`config.mk`:
```
export PLATFORM = sky130hd
export DESIGN_NAME = count_ctrl
export DESIGN_NICKNAME = d
export VERILOG_FILES = /design/src/rtl/count_ctrl.sv
export SDC_FILE = /design/constraint.sdc
export NUM_CORES = 1
export LEC_CHECK = 0
export ABC_AREA = 1
export CAP_MARGIN = 20
export CORE_MARGIN = 10
export CORE_UTILIZATION = 40
export CTS_CLUSTER_DIAMETER = 40
export DETAILED_ROUTE_END_ITERATION = 12
export PLACE_DENSITY = 0.64
export SYNTH_ARGS = -nofsm -noshare
export SYNTH_HDL_FRONTEND = slang
export SYNTH_SLANG_ARGS = --single-unit
export TNS_END_PERCENT = 5
```
`constraint.sdc`:
```
create_clock -name clk -period 1.8 [get_ports clk]
set_input_delay 0.36 -clock clk [delete_from_list [all_inputs] [get_ports clk]]
set_output_delay 0.36 -clock clk [all_outputs]
set_load 0.01 [all_outputs]
```
`src/rtl/count_ctrl.sv`:
```
// count_ctrl: sequences an up/down counter through load, count-up, hold and count-down.
// Optional COUNT_CTRL_LOOP_EN adds a loop input that repeats the up/down pass at the floor.
module count_ctrl #(
  parameter int W  = 4,
  parameter int HW = 4
) (
  input  logic          clk,
  input  logic          rst,
  input  logic          start,
  input  logic          stop,
  input  logic [W-1:0]  cfg_lo,
  input  logic [W-1:0]  cfg_hi,
  input  logic [HW-1:0] cfg_hold,
  input  logic [W-1:0]  count_in,
`ifdef COUNT_CTRL_LOOP_EN
  input  logic          loop,
`endif
  output logic          en,
  output logic          dir,
  output logic          ld,
  output logic [W-1:0]  ld_val,
  output logic          busy,
  output logic          done,
  output logic          err
);
  typedef enum logic [2:0] {IDLE, LOAD, UP, HOLD, DOWN, DONE} state_t;
  state_t state;
  logic [W-1:0] lo, hi;
  logic [HW-1:0] hold, hcnt;
  logic at_hi, at_lo, again;
  assign at_hi = count_in == hi;
  assign at_lo = count_in == lo;
`ifdef COUNT_CTRL_LOOP_EN
  assign again = loop;
`else
  assign again = 1'b0;
`endif
  always_ff @(posedge clk) begin
    if (rst) begin
      state <= IDLE;
      lo    <= '0;
      hi    <= '0;
      hold  <= '0;
      hcnt  <= '0;
      err   <= 1'b0;
    end else if (stop && state != IDLE) begin
      state <= IDLE;
    end else begin
      case (state)
        IDLE: if (start) begin
          if (cfg_lo <= cfg_hi) begin
            lo    <= cfg_lo;
            hi    <= cfg_hi;
            hold  <= cfg_hold;
            err   <= 1'b0;
            state <= LOAD;
          end else err <= 1'b1;
        end
        LOAD: state <= UP;
        UP: if (at_hi) begin
          hcnt  <= hold;
          state <= hold != '0 ? HOLD : DOWN;
        end
        HOLD: begin
          hcnt <= hcnt - HW'(1);
          if (hcnt == HW'(1)) state <= DOWN;
        end
        DOWN: if (at_lo) state <= again ? UP : DONE;
        default: state <= IDLE;
      endcase
    end
  end
  assign ld     = state == LOAD;
  assign ld_val = ld ? lo : '0;
  assign en     = (state == UP && !at_hi) || (state == DOWN && !at_lo);
  assign dir    = state == UP || state == HOLD;
  assign busy   = state != IDLE;
  assign done   = state == DONE;
endmodule

```
* After elaboration in Yosys (flattened, before gate mapping)
Index checks and enable logic that the tools add are counted.
** Word-level totals
- Register bits :: 20
- Bits of input ports :: 20
- Output and inout port bits :: 10
- Logic and storage cells :: 49
** Operators by class
- Add/subtract/negate cells :: 1
- Magnitude comparators :: 1
- Eq/ne operators :: 13
- Muxes and demuxes :: 11
- Bitwise gates (word level) :: 1
- Reductions and logical operators :: 16
** Operators by type and width (number)
- $mux W3 :: 6
- $pmux W3 S5 :: 1
- $ne A2 B2 Y1 const B :: 5
- $eq A4 B4 Y1 :: 2
- $mux W4 :: 2
- $pmux W4 S2 :: 1
- $eq A3 B2 Y1 const B :: 2
- $eq A3 B3 Y1 const B :: 2
- $reduce_and A3 Y1 :: 2
- $reduce_and A5 Y1 :: 1
- $eq A4 B1 Y1 const B :: 1
- $le A4 B4 Y1 :: 1
- $reduce_and A4 Y1 :: 1
- $reduce_bool A4 Y1 :: 1
- $sub A4 B1 Y4 const B :: 1
- $eq A3 B1 Y1 const B :: 1
- $logic_and A1 B1 Y1 :: 3
- $logic_not A3 Y1 :: 1
- $reduce_bool A3 Y1 :: 1
- $logic_not A1 Y1 :: 2
- $logic_or A1 B1 Y1 :: 2
- $reduce_bool A2 Y1 :: 1
- $reduce_or A2 Y1 :: 1
- $mux W1 :: 1
- $not A1 Y1 :: 1

* Logic depth before layout (Yosys ltp)
- Depth in word-level cells :: 4
- Depth in mapped cells :: 12
- Gate-level depth less buffers :: 12

* Least setup slack after synthesis
No wires, ideal clock.
- Path kind :: input to register
- Start :: input cfg_hi[1]
- End :: register hi[1]
- Library setup time :: 119 ps
- Data arrival time :: 1421 ps
- Data required time :: 1681 ps
- Path slack :: 260 ps
- Stages :: 11
- Path buffers :: 1
- Cell sequence :: inv_1 -> ha_1 -> inv_1 -> nor2_1 -> o21bai_1 -> nand2_1 -> nand2_1 -> nand3_4 -> buf_6 -> o21ai_0 -> a21oi_1
** Between the ends
- Cells in the longest elaborated chain, start to end :: 2
** Ends and longest elaborated chain
- start, declared :: RTL line 12 : input logic [W-1:0] cfg_hi,
- $le A4 B4 Y1 :: RTL line 51 : if (cfg_lo <= cfg_hi) begin
- $reduce_and A4 Y1 (no source line)
- end signal, assigned :: RTL line 53 : hi <= cfg_hi;
- end, declared :: RTL line 28 : logic [W-1:0] lo, hi;
Several ways; a longest one is shown, not always the timed one.
A chain may end at the register's enable or synchronous reset.

* Final worst setup path
- Start :: register state[1]
- End :: output ld_val[1]
** Between the ends
- Cells in the longest elaborated chain, start to end :: 2
** Ends and longest elaborated chain
- start, declared :: RTL line 27 : state_t state;
- start signal, assigned :: RTL line 62 : state <= hold != '0 ? HOLD : DOWN;
- start signal, assigned :: RTL line 68 : DOWN: if (at_lo) state <= again ? UP : DONE;
- $eq A3 B1 Y1 :: RTL line 73 : assign ld = state == LOAD;
- $mux W4 :: RTL line 74 : assign ld_val = ld ? lo : '0;
- end, declared :: RTL line 21 : output logic [W-1:0] ld_val,
Every way passes these cells.

==> results.md <==
STA:
- Static timing analysis puts the maximum clock frequency at 585 MHz.
- On the final layout, the worst hold slack is 0.398 ns.
- The final worst-path setup slack is 0.0893 ns.
- The final-report setup violation count is 0.
- Across the routed clock network, the largest skew measured is 0.00128 ns.
- Setup repair after global routing left no endpoint under its margin.
- The worst-margin pin slew is 0.389 ns.
- The final max-slew violation count is 0.
- In this run the tightest slew margin relative to its limit is 74.0%.
- Of the available clock period, the critical path in the final layout requires 95.0%.
- The minimum period implied by the final worst setup slack is 1.71 ns.
- The count of endpoints failing hold in the final timing report is 0.

Yosys:
- The cell type contributing the most total cell area after synthesis is dfxtp_1.
- The number of flops mapped to enable cells by yosys is 0.
- By count the netlist is led by nand2_1, inv_1, a21oi_1, dfxtp_1, nor2_1.
- The proportion of register bits with asynchronous set or reset after synthesis is 0%.
- The cell count after synthesis came out at 193.
- The Yosys warning count is 0.
- The average cell area after synthesis is 6.62 sq um.
- After synthesis, the netlist uses 26 different library cells.
- The top cell type by area accounts for 31.3% of the synthesized area.
- The post-synthesis sequential element count is 20.
- nand2_1 is the most common cell in the netlist.
- Summing the sequential cell areas from Yosys gives 31.3% of the chip area.
- In this run the cell area of the synthesized design comes to 1280 sq um.
- The most used flip-flop cell after synthesis is dfxtp_1.
- By area the synthesized netlist is led by dfxtp_1, nand2_1, inv_1, a21oi_1, o21ai_0.
- The net count after synthesis is 219.

Clock tree:
- The deepest clock path buffer count is 2.
- The cell chosen for the clock root is clkbuf_4.
- Counting every sink on the clock net gives 20.
- The TritonCTS clock tree is done.
- Clock-pin slew was measured on the worst setup and hold paths at 0.11 ns.
- The H-tree level count is 1.
- Clock tree synthesis inserted a total of 3 buffers.
- After clock tree synthesis, the flow added hold-fix buffers numbering 0.
- The clock reaches the later pin of the worst-skew pair after 0.30 ns.

Detailed routing:
- The number of nets with antenna violations after detailed routing is 0.
- The via count of the routed design is 1,325.
- The sum of routed wire length over all layers is 3330 microns.
- The first TritonRoute pass finished after 4 iterations.
- The routed length on met1 is 1590 microns.
- The highest layer touched by signal routing is met4.
- The met3 wire length is 90 microns.
- The total DRC errors in the routed layout is 0.
- The via density per instance is 4.72.
- The detailed router's first-iteration violation count is 79.
- The per-cell routed wire length is 11.8 microns.
- The length of routed met2 wiring is 1640 microns.

Floorplan:
- For this configuration, the core starts out at a cell density of 41.8%.
- The overall die height is 76.5 microns.
- The die area is 5850 sq um.
- The die width is 76.5 microns.
- In this run the core area contains 20 standard-cell rows.
- During I/O placement, the number of pins put on the boundary was 30.
- After floorplanning, the core was sized to cover 3050 sq um.

Global routing:
- The number of global-route vias before repair is 1,287.
- The first-pass GRT wire length is 5580 microns.
- The total routing resource utilization after global routing is 11.0%.
- The initial antenna violation count is 0.
- Entering global routing, the biggest net connects 20 pins.
- After global routing the overflow that remains totals 0.

Worst setup path:
- The signal on the critical path passes through nor3_2 > inv_1 > nor2_1 > dlygate4sd2_1.
- The worst setup path is of the reg -> out kind.
- STA puts the critical path data arrival time at 1.35 ns.
- The worst path required time is 1.44 ns.
- STA classifies the critical path endpoint as an output port.
- The worst reg-to-reg setup slack is 0.37 ns.
- On the worst path, the slowest cell contributes a delay of 0.36 ns.
- The element type at the critical path start is a flip-flop.
- The cell with the largest stage delay on the worst path is dfxtp_2.
- Along the worst path, the maximum fanout reaches 4.

Finish:
- The total of fill cells in the finished design is 298.
- The relative area change from synthesis to final layout is 42.5%.
- The total number of nets in the final design is 265.
- The count of inserted antenna diode cells is 0.
- The sequential cell area in the final layout is 404 sq um.
- The proportion of layout cells with a drive suffix above 1 is 22.4%.
- The area of the multi-input gates is 790 sq um.

Placed design:
- The pre-CTS setup slack is -0.405 ns.
- The sum of net half-perimeters after detailed placement is 2690 microns.
- Input and output buffers added on the ports amount to 29.
- At the end of routability-driven placement, the weighted congestion stood at 0.807.

Flow run:
- The max-cap violation count is 0.

Min path:
- The type of the tightest min-delay check is in -> reg.

Power:
- The worst ir drop on vdd is 0.428 mV.
- Power spread over the standard cell area amounts to 1070 nW/um^2.
- Summed over all cells, the static leakage comes to 0.913 nW.

Outcome:
- The flow ran to the end, and the final reports show no timing, DRC or antenna violations.
-- through the flow --
step / power (mW) / instance area (sq um) / instances / util [%] / setup TNS (ns)
after floorplan: 1.30 / 1280 / 193 / - / 0
after global placement: 1.66 / 1700 / 276 / 55.7 / -5.87
after detailed placement: 1.69 / 1700 / 276 / 55.7 / -6.50
after CTS: 1.92 / 1740 / 280 / 57.0 / -0.249
after global routing: 2.13 / 1820 / 281 / 59.6 / 0
final: 1.95 / 1820 / 281 / 59.6 / 0
-- flip-flops by register name, summed over array words and instances (netlist names) --
name,count
state,3
hi,4
lo,4
hold,4
err,1
hcnt,4
-- what timing repair did --
action / in CTS / in global routing
setup endpoints to repair: 24 / 20
gates cloned: 0 / 1
setup buffers: 1 / 0
pin swaps: 1 / 5
gates resized for setup: 16 / 31
-- final timing paths --
path	start	to	depth (start not counted)
worst min register to register	hold[1]$_SDFFE_PP0P_	hold[1]$_SDFFE_PP0P_	2
worst max register to register	state[1]$_SDFFE_PP0P_	state[1]$_SDFFE_PP0P_	8
worst min-delay path	cfg_lo[0]	lo[0]$_SDFFE_PP0P_	3
worst max-delay path	state[1]$_SDFFE_PP0P_	ld_val[1]	4
-- where the power goes --
group	internal [mW]	leakage [nW]	switching [mW]	total (mW)
sequential	0.560	0.165	0.0716	0.632
clock	0.0781	0.0138	0.143	0.221
combinational	0.478	0.734	0.621	1.10
-- placed cells by master, fill, tap and decap left out, drive strengths merged --
cell type	synthesis	routed
o21ai	19	19
dlygate4sd2	0	7
inv	35	35
nor3	6	6
clkinv	1	1
clkbuf	0	4
clkdlybuf4s50	0	9
ha	6	6
xnor2	1	1
buf	3	14
dfxtp	20	20
o31ai	1	1
dlymetal6s2s	0	10
clkdlybuf4s15	0	2
nor2	20	20
nand3	6	7
nand4	2	2
nand2	51	51
xor2	1	1
o21bai	1	1
a21oi	20	20
-- area by class of cell --
class,instances,share of cell area (%)
inverters,36,7.63
repair buffers,43,22.5
well taps,44,3.02
flip-flops and latches,20,22.2
clock buffers,3,1.24
multi-input cells,135,43.4
-- layer usage --
metal	GRT usage [%]	up-vias
li1	-	703
met1	13.1	595
met2	19.8	25
met3	2.00	2
met4	2.79	0
met5	0	-
-- critical path, delay by kind of cell, from the launching register on --
kind	cells	cell delay, ns
buffers and inverters	2	0.40
flip-flops	1	0.36
AND/OR/NAND/NOR	2	0.29
-- cell families (layout without fill, tap and decap cells) --
kind of cell	Yosys count	after routing	synth area share (%)
AO/OA/AOI/OAI	41	41	16.8
adder cells (fa/ha/maj)	6	6	5.88
buffers and inverters	39	82	12.4
AND/OR/NAND/NOR	85	86	32.1
flip-flops	20	20	31.3
XOR/XNOR	2	2	1.37
(Power assumes the default switching activity.)
